[src/rtl/seq_pkg.sv]
// Shared constants for the 8-bit processor control sequencer: opcodes,
// T-state indices and control-word bit positions.
package seq_pkg;

    localparam int NUM_T    = 6;
    localparam int OPCODE_W = 4;

    localparam logic [OPCODE_W-1:0] OP_LDA = 4'b0000;
    localparam logic [OPCODE_W-1:0] OP_ADD = 4'b0001;
    localparam logic [OPCODE_W-1:0] OP_SUB = 4'b0010;
    localparam logic [OPCODE_W-1:0] OP_JMP = 4'b0011;
    localparam logic [OPCODE_W-1:0] OP_JC  = 4'b0100;
    localparam logic [OPCODE_W-1:0] OP_JZ  = 4'b0101;
    localparam logic [OPCODE_W-1:0] OP_OUT = 4'b1110;
    localparam logic [OPCODE_W-1:0] OP_HLT = 4'b1111;

    localparam int T1_IDX = 0;
    localparam int T2_IDX = 1;
    localparam int T3_IDX = 2;
    localparam int T4_IDX = 3;
    localparam int T5_IDX = 4;
    localparam int T6_IDX = 5;

    localparam logic [NUM_T-1:0] T1_ONEHOT = 6'b000001;

    localparam int CW_PC_INC   = 0;
    localparam int CW_PC_OUT   = 1;
    localparam int CW_PC_LOAD  = 2;
    localparam int CW_MAR_LOAD = 3;
    localparam int CW_RAM_OUT  = 4;
    localparam int CW_IR_LOAD  = 5;
    localparam int CW_IR_OUT   = 6;
    localparam int CW_A_LOAD   = 7;
    localparam int CW_A_OUT    = 8;
    localparam int CW_B_LOAD   = 9;
    localparam int CW_ALU_SUB  = 10;
    localparam int CW_ALU_OUT  = 11;
    localparam int CW_OUT_LOAD = 12;
    localparam int CW_W        = 13;

    typedef logic [CW_W-1:0] ctrl_word_t;

    function automatic ctrl_word_t cw_bit(input int pos);
        cw_bit = ctrl_word_t'(1) << pos;
    endfunction

endpackage

[src/rtl/tstate_ring.sv]
// One-hot T-state ring: holds on hold_i, stays frozen on freeze_i, and
// returns to T1 when the current instruction signals done (T6 always wraps).
module tstate_ring
    import seq_pkg::*;
(
    input  logic             clk_i,
    input  logic             rst_n_i,
    input  logic             hold_i,
    input  logic             done_i,
    input  logic             freeze_i,
    output logic [NUM_T-1:0] tstate_o
);

    logic [NUM_T-1:0] tstate_q;
    logic [NUM_T-1:0] tstate_d;

    always_comb begin
        tstate_d = tstate_q;
        if (!freeze_i && !hold_i) begin
            if (done_i || tstate_q[T6_IDX]) begin
                tstate_d = T1_ONEHOT;
            end else begin
                tstate_d = {tstate_q[NUM_T-2:0], tstate_q[NUM_T-1]};
            end
        end
    end

    always_ff @(posedge clk_i or negedge rst_n_i) begin
        if (!rst_n_i) begin
            tstate_q <= T1_ONEHOT;
        end else begin
            tstate_q <= tstate_d;
        end
    end

    assign tstate_o = tstate_q;

endmodule

[src/rtl/control_sequencer.sv]
// Fetch/decode/execute sequencer: opcode decode to the datapath control word
// plus the sticky halted flag. Define SEQ_JUMP_EN to add JMP/JC/JZ.
module control_sequencer
    import seq_pkg::*;
(
    input  logic                clk_i,
    input  logic                clr_n_i,
    input  logic                run_i,
    input  logic [OPCODE_W-1:0] opcode_i,
    input  logic                carry_flag_i,
    input  logic                zero_flag_i,
    output logic [NUM_T-1:0]    tstate_o,
    output logic                pc_inc_o,
    output logic                pc_out_o,
    output logic                pc_load_o,
    output logic                mar_load_o,
    output logic                ram_out_o,
    output logic                ir_load_o,
    output logic                ir_out_o,
    output logic                a_load_o,
    output logic                a_out_o,
    output logic                b_load_o,
    output logic                alu_sub_o,
    output logic                alu_out_o,
    output logic                out_load_o,
    output logic                halted_o
);

    logic             halted_q;
    logic             advance;
    logic             done;
    logic [NUM_T-1:0] tstate;
    ctrl_word_t       cw;
    ctrl_word_t       cw_gated;

    assign advance = run_i && !halted_q;

    tstate_ring u_ring (
        .clk_i    (clk_i),
        .rst_n_i  (clr_n_i),
        .hold_i   (!run_i),
        .done_i   (done),
        .freeze_i (halted_q),
        .tstate_o (tstate)
    );

    // Unreachable or corrupted ring states fall through with done set so the ring recovers at T1.
    always_comb begin
        cw   = '0;
        done = 1'b0;
        if (tstate[T1_IDX]) begin
            cw = cw_bit(CW_PC_OUT) | cw_bit(CW_MAR_LOAD);
        end else if (tstate[T2_IDX]) begin
            cw = cw_bit(CW_PC_INC);
        end else if (tstate[T3_IDX]) begin
            cw = cw_bit(CW_RAM_OUT) | cw_bit(CW_IR_LOAD);
        end else if (tstate[T4_IDX]) begin
            case (opcode_i)
                OP_LDA, OP_ADD, OP_SUB: cw = cw_bit(CW_IR_OUT) | cw_bit(CW_MAR_LOAD);
                OP_OUT: begin
                    cw   = cw_bit(CW_A_OUT) | cw_bit(CW_OUT_LOAD);
                    done = 1'b1;
                end
`ifdef SEQ_JUMP_EN
                OP_JMP: begin
                    cw   = cw_bit(CW_IR_OUT) | cw_bit(CW_PC_LOAD);
                    done = 1'b1;
                end
                OP_JC: begin
                    if (carry_flag_i) cw = cw_bit(CW_IR_OUT) | cw_bit(CW_PC_LOAD);
                    done = 1'b1;
                end
                OP_JZ: begin
                    if (zero_flag_i) cw = cw_bit(CW_IR_OUT) | cw_bit(CW_PC_LOAD);
                    done = 1'b1;
                end
`endif
                default: done = 1'b1;
            endcase
        end else if (tstate[T5_IDX]) begin
            case (opcode_i)
                OP_LDA: begin
                    cw   = cw_bit(CW_RAM_OUT) | cw_bit(CW_A_LOAD);
                    done = 1'b1;
                end
                OP_ADD, OP_SUB: cw = cw_bit(CW_RAM_OUT) | cw_bit(CW_B_LOAD);
                default: done = 1'b1;
            endcase
        end else if (tstate[T6_IDX]) begin
            done = 1'b1;
            if (opcode_i == OP_ADD) begin
                cw = cw_bit(CW_ALU_OUT) | cw_bit(CW_A_LOAD);
            end else if (opcode_i == OP_SUB) begin
                cw = cw_bit(CW_ALU_OUT) | cw_bit(CW_A_LOAD) | cw_bit(CW_ALU_SUB);
            end
        end else begin
            done = 1'b1;
        end
    end

    // HLT is taken only when the T4 edge actually advances; the ring itself returns to T1 via done.
    always_ff @(posedge clk_i or negedge clr_n_i) begin
        if (!clr_n_i) begin
            halted_q <= 1'b0;
        end else if (advance && tstate[T4_IDX] && opcode_i == OP_HLT) begin
            halted_q <= 1'b1;
        end
    end

    assign cw_gated = (clr_n_i && advance) ? cw : '0;

    assign tstate_o   = tstate;
    assign halted_o   = halted_q;
    assign pc_inc_o   = cw_gated[CW_PC_INC];
    assign pc_out_o   = cw_gated[CW_PC_OUT];
    assign mar_load_o = cw_gated[CW_MAR_LOAD];
    assign ram_out_o  = cw_gated[CW_RAM_OUT];
    assign ir_load_o  = cw_gated[CW_IR_LOAD];
    assign ir_out_o   = cw_gated[CW_IR_OUT];
    assign a_load_o   = cw_gated[CW_A_LOAD];
    assign a_out_o    = cw_gated[CW_A_OUT];
    assign b_load_o   = cw_gated[CW_B_LOAD];
    assign alu_sub_o  = cw_gated[CW_ALU_SUB];
    assign alu_out_o  = cw_gated[CW_ALU_OUT];
    assign out_load_o = cw_gated[CW_OUT_LOAD];

`ifdef SEQ_JUMP_EN
    assign pc_load_o = cw_gated[CW_PC_LOAD];
`else
    logic unused_jump_inputs;
    assign unused_jump_inputs = ^{carry_flag_i, zero_flag_i, cw_gated[CW_PC_LOAD]};
    assign pc_load_o = 1'b0;
`endif

endmodule

[config.mk]
export PLATFORM = sky130hd
export DESIGN_NAME = control_sequencer
export DESIGN_NICKNAME = d
export VERILOG_FILES = /design/src/rtl/seq_pkg.sv /design/src/rtl/tstate_ring.sv /design/src/rtl/control_sequencer.sv
export SDC_FILE = /design/constraint.sdc
export NUM_CORES = 1
export LEC_CHECK = 0
export BUFFER_PORTS_ARGS = -buffer_cell sky130_fd_sc_hd__buf_2
export CAP_MARGIN = 5
export CORE_AREA = 2 2 39 41
export DETAILED_ROUTE_END_ITERATION = 7
export DIE_AREA = 0 0 41 43
export PLACE_DENSITY = 0.71
export SLEW_MARGIN = 20
export SYNTH_ARGS = -nofsm -noshare
export SYNTH_HDL_FRONTEND = slang
export SYNTH_HIERARCHICAL = 1
export SYNTH_SLANG_ARGS = --single-unit
[constraint.sdc]
create_clock -name clk_i -period 3.3 [get_ports clk_i]
set_clock_uncertainty 0.2 [all_clocks]
set_input_delay 0.66 -clock clk_i [delete_from_list [all_inputs] [get_ports clk_i]]
set_output_delay 0.66 -clock clk_i [all_outputs]
set_load 0.005 [all_outputs]
After elaboration in Yosys (flattened, before gate mapping)
Cells that the tools add are included.
{"block": "word_totals", "reg_bits": 7, "input_bits": 9, "mem_bits_ro": 0, "output_inout_bits": 20, "word_cells": 34, "latch_bits": 0, "mem_count": 0, "ram_bits": 0}
{"block": "classes", "mux": 19, "n_reduce_logical": 9, "div": 0, "shift": 0, "order_cmp": 0, "bitwise": 0, "add_sub_neg": 0, "n_eq_ne": 4, "multipliers": 0}
{"op": "2-to-1 mux 13 bit", "n": 6}
{"op": "2-to-1 mux 12 bit", "n": 3}
{"op": "one-hot mux 13 bit (2 select lines)", "n": 1}
{"op": "one-hot mux 10 bit (2 select lines)", "n": 1}
{"op": "equality test 4 bit (second input constant)", "n": 2}
{"op": "2-to-1 mux 1 bit", "n": 7}
{"op": "2-to-1 mux 6 bit", "n": 1}
{"op": "equality test 4 x 1 -> 1 bit (second input constant)", "n": 1}
{"op": "equality test 4 x 2 -> 1 bit (second input constant)", "n": 1}
{"op": "logical AND 1 bit", "n": 4}
{"op": "zero test 4 bit", "n": 1}
{"op": "OR reduction 3 bit", "n": 1}
{"op": "OR reduction 2 bit", "n": 1}
{"op": "zero test 1 bit", "n": 1}
{"op": "logical OR 1 bit", "n": 1}

Depth between registers and ports, before layout
Gate-level depths: netlist of run 1.
{"block": "logic_depth", "ltp_word": 10, "ltp_mapped": 5, "mapped_depth_nobuf": 5}

By module
Netlist of run 1, hierarchy kept.
{"module": "control_sequencer", "area_each_um2": 274.0, "cells_each": 41, "n_inst": 1}
{"module": "tstate_ring", "area_each_um2": 236.5, "cells_each": 16, "n_inst": 1}

Worst setup path after synthesis of run 1
OpenSTA, ideal clock, no wires.
{"block": "synth_path", "path_type": "input to output", "from": "in clr_n_i", "to": "out out_load_o", "arrival_ps": 1452, "path_buffers": 1, "path_slack_ps": 988, "cell_stages": 4, "path_cell_list": "and3b_1 -> nand2_1 -> nor4_1 -> buf_4"}
{"block": "synth_between", "elab_chain_len": 2}
{"item": "start, declared", "line_no": "control_sequencer.sv:7", "rtl": "input logic clr_n_i,"}
{"item": "logical AND 1 bit", "line_no": "control_sequencer.sv:110", "rtl": "assign cw_gated = (clr_n_i && advance) ? cw : '0;"}
{"item": "2-to-1 mux 13 bit", "line_no": "control_sequencer.sv:110"}
{"item": "end, declared", "line_no": "control_sequencer.sv:25", "rtl": "output logic out_load_o,"}
Every way passes these cells.

Final worst setup path of run 1
Ends and elaborated chain as after synthesis.

==> metrics.txt, run 1 <==
Final WS setup 0.801 ns; layout cells sized above 1 0.422; Fin. Hold Viols 0; die span in y 43 µm; fin cells 99; Diodes inserted 0; crit start category primary input; Port Buffers 25; Routed WL 1150 µm; CP max FO 9; clk slew on worst S/H paths 0.05 ns; final setup vio count 0; pre-CTS setup slack 0.773 ns; Netlist cell types 31; mapped cell area 510 µm²; flops & latches, synth 7; HP Class in2async; GPL Wtd Cong 0.733; PD cells 275 nW/µm²; first-pass GRT wire length 1800 µm; DRT Pass-1 Iters 4; hpwl dp 904 µm; DR vias/cell 5.21; worst skew pair latency 0.25 ns; Synthesized Nets 66; initial DRC count 5; async set or reset register ratio after synthesis 1.00; antenna violations before repair 0; Clk Tree Root Cell clkbuf_4; CTS tree yes; placed cell count 95; number of synthesized flops with an enable pin 0; Top FF cell, synth dfrtp_1; nets 93; WP data required 2.44 ns; Final Cell Area 662 µm²; Synth area leader dfrtp_1; GRT overflow 0; site row count 14; ANT nets after route 0; fin crit share 0.757; register area share after synthesis 0.346; leakage power 0.322 nW; setup tns final 0 ns; vias 516; Hold Buf Count CTS 0; Worst VDD drop 210 µV; Clock Path Buffers 2; largest net degree at the start of global routing 10; list of most frequent post-synthesis cells dfrtp_1, nand2_1, a22o_1, nor2_1, inv_1; Final min period 2.50 ns; clock net sink count 7; status finished clean; fin. max-slew vios 0; htree depth 1; max-cap viol count 0; vias in the first global route 431; Worst setup EP type output port; DRC Markers 0; Die Wd 41 µm; routed wire length per instance 11.6 µm; Synth Area per Inst 8.96 µm²; post_cts resized 0; gr usage total 0.155; RSZ-0062 raised after global routing false; I/O pins 29; post-CTS setup buffers 0; core footprint 1380 µm²; Crit Path Category in2out; total CTS buffers 3; Synth Instances 57; ranking of synthesized cells by area dfrtp_1, a22o_1, dfstp_2, nand2_1, nor4_4; Initial Util 0.369; Max Clock Freq 400 MHz; die area 1760 µm²; Area Growth Syn to Fin 29.7%; WP data arrival 1.64 ns; Yosys warning count 6; placed cell areas 636 µm²; top-area cell type share of the netlist area 0.294
[area by class of cell]
class,instances,area (µm²)
clock buffer,4,26.3
fill,140,722
inverter,4,15.0
multi-input combinational,43,299
sequential,7,176
tap,16,20.0
timing repair buffer,25,125
[critical path: stages]
cell and delay [ns]:
buf_2 0.19, and3b_1 0.25, nand2_1 0.09, nor4_1 0.27, buf_2 0.17
[registers in the layout (all words and copies together) (netlist names)]
| signal | cells |
|---|---|
| u_ring/tstate_o | 6 |
| halted_o | 1 |
[power breakdown]
part | internal (W) | switching [W]
Clock | 0.0000460 | 0.0000298
Sequential | 0.0000872 | 0.00000172
Combinational | 0.00000629 | 0.0000108
Total | 0.000140 | 0.0000423
[worst paths after layout]
check	from	to	slack, ns	depth (start not counted)
setup / recovery	clr_n_i	out_load_o	0.80	5
hold / removal	clr_n_i	u_ring/tstate_o[3]	0.05	1
setup reg to reg	u_ring/tstate_o[4]	u_ring/tstate_o[2]	1.55	5
hold reg to reg	u_ring/tstate_o[0]	u_ring/tstate_o[0]	0.33	2
max in group asynchronous	clr_n_i	u_ring/tstate_o[0]	2.61	1
min in group clk_i	u_ring/tstate_o[0]	u_ring/tstate_o[0]	0.33	2
[routing by layer]
layer	GRT usage	vias up	wire, µm
met2	0.228	21	546
met3	0.0785	0	86
met5	0	-	0
li1	-	254	-
met4	0.0600	0	0
met1	0.184	241	513
[kinds of logic (layout without fill, tap and decap cells)]
family,after synthesis,in the layout,share of synthesized area
buffers and inverters,7,33,0.0686
AND/OR/NAND/NOR,28,28,0.360
AO/OA/AOI/OAI,13,13,0.201
other,1,1,0.00735
flip-flops,7,7,0.346
XOR/XNOR,1,1,0.0172
[metrics by stage]
step	utilization	power [W]	hold WS (ns)
after floorplan	-	0.0000981	0.164
after global placement	0.459	0.000107	0.306
after detailed placement	0.459	0.000108	0.311
after CTS	0.478	0.000185	0.0429
after global routing	0.478	0.000198	0.0316
final	0.478	0.000182	0.0457
[cell usage in the layout (no fill, tap or decap), types with 2 or more instances in the layout]
master | synthesis | final
a22o_1 | 5 | 5
nand3_1 | 2 | 2
a31oi_1 | 2 | 2
buf_2 | 1 | 25
nor2_1 | 5 | 5
nand2_1 | 6 | 6
nor4_1 | 2 | 2
inv_1 | 4 | 4
clkbuf_4 | 0 | 3
and2_1 | 2 | 2
dfrtp_1 | 6 | 6
No activity file was read; power rests on OpenSTA's default activity.
==> run 2: changes to the inputs <==
==> constraint.sdc (replaced) <==
create_clock -name clk_i -period 2.34 [get_ports clk_i]
set_clock_uncertainty 0.2 [all_clocks]
set_input_delay 0.468 -clock clk_i [delete_from_list [all_inputs] [get_ports clk_i]]
set_output_delay 0.468 -clock clk_i [all_outputs]
set_load 0.005 [all_outputs]
==> metrics.txt, run 2 (synthesized netlist as in run 1, its figures left out) <==
ANT nets after route 0; Clock Path Buffers 2; PD cells 384 nW/µm²; gr usage total 0.143; Diodes inserted 0; Crit Reg-Reg Endpoint u_ring/tstate_o[3]; Global Route met1 Usage 0.196; crit start category flip-flop; HP Class in2async; Switching Share 0.238; htree depth 1; die area 1760 µm²; met2 usage 0.219; GRT overflow 0; Port Buffers 25; Initial Util 0.369; CP max stage delay 0.43 ns; setup tns final 0 ns; post_cts resized 0; placed cell count 96; Fin. Hold Viols 0; total CTS buffers 3; antenna violations before repair 0; final setup vio count 0; Crit Path Category reg2out; R2R depth 5; fin crit share 0.940; nets 95; largest net degree at the start of global routing 10; first-pass GRT wire length 1770 µm; Bufs and invs on worst path 1; WP data required 1.67 ns; worst skew pair latency 0.24 ns; leakage power 0.331 nW; CP max FO 5; vias in the first global route 423; Clk Tree Root Cell clkbuf_4; clk slew on worst S/H paths 0.06 ns; Worst VDD drop 244 µV; vias 517; die span in y 43 µm; max reg flops 6; status finished clean; cell internal pwr 0.000199 W; Max Clock Freq 455 MHz; met3 usage 0.0157; CTS tree yes; layout cells sized above 1 0.424; P_sw 0.0000622 W; I/O pins 29; clock net sink count 7; RSZ-0062 raised after global routing false; hpwl dp 891 µm; DRC Markers 0; fin cells 101; highest-delay cell along the critical path dfrtp_1; Clock power frac 0.417; busiest grt layer met2; Reg2Reg Setup Slack 0.55 ns; site row count 14; Die Wd 41 µm; DRT Pass-1 Iters 2; Worst setup EP type output port; Gate power share 0.103; Area Growth Syn to Fin 33.1%; Top Family by Delay on Critical Path simple AND/OR/NAND/NOR gates; most frequent cells in the layout buf_2, nand2_1, dfrtp_1, nor2_1, a22o_1; crit-path cells and3b_1 -> nand2_1 -> nor4_1 -> buf_2; GPL Wtd Cong 0.749; Flop pwr share 0.480; commonest non-fill, non-tap cell in the layout buf_2; core footprint 1380 µm²; fin. max-slew vios 0; routed wire length per instance 11.8 µm; Final min period 2.20 ns; DR vias/cell 5.12; reg2reg start u_ring/tstate_o[4]; WP data arrival 1.53 ns; initial DRC count 4; total power 0.000261 W; max-cap viol count 0; Routed WL 1190 µm
-- run 2: power groups by stage --
stage	registers [W]	logic, W	clock network, W
after floorplan	0.000127	0.0000114	0
after global placement	0.000127	0.0000252	0
after detailed placement	0.000127	0.0000254	0
after CTS	0.000125	0.0000270	0.000111
after global routing	0.000126	0.0000302	0.000117
final	0.000125	0.0000270	0.000109
-- run 2: worst max-delay path by stage --
stage	startpoint	to	slack, ns	cells past startpoint
2_1_floorplan	halted_o	out_load_o	0.39	4
3_3_place_gp	opcode_i[1]	u_ring/tstate_o[2]	0.27	6
3_5_place_dp	opcode_i[1]	u_ring/tstate_o[2]	0.24	6
4_1_cts	halted_o	out_load_o	0.12	4
5_1_grt	halted_o	out_load_o	0.04	4
6_report	halted_o	out_load_o	0.14	4
-- run 2: final cells by class --
type | instances | area, µm²
multi-input combinational | 43 | 299
sequential | 7 | 176
inverter | 4 | 15.0
clock buffer | 4 | 26.3
timing repair buffer | 27 | 143
tap | 16 | 20.0
fill | 133 | 704
-- run 2: what timing repair did --
item | in CTS | in global routing
setup buffers | 0 | 0
hold endpoints to repair | 6 | 0
hold buffers | 1 | 0
setup endpoints to repair | 0 | 0
-- run 2: layer usage --
layer / routed length, µm / vias to the layer above
li1: - / 260
met1: 555 / 241
met2: 578 / 16
met3: 59 / 0
met4: 0 / 0
met5: 0 / -
-- run 2: through the flow --
stage	instance area, µm²	worst slack, ns	hold slack (ns)	util
floorplan	510	0.385	-0.0276	-
CTS	679	0.120	0.0533	0.491
global placement	643	0.266	0.186	0.465
finish	679	0.141	0.0595	0.491
global route	679	0.0434	0.0627	0.491
detailed placement	643	0.237	0.185	0.465
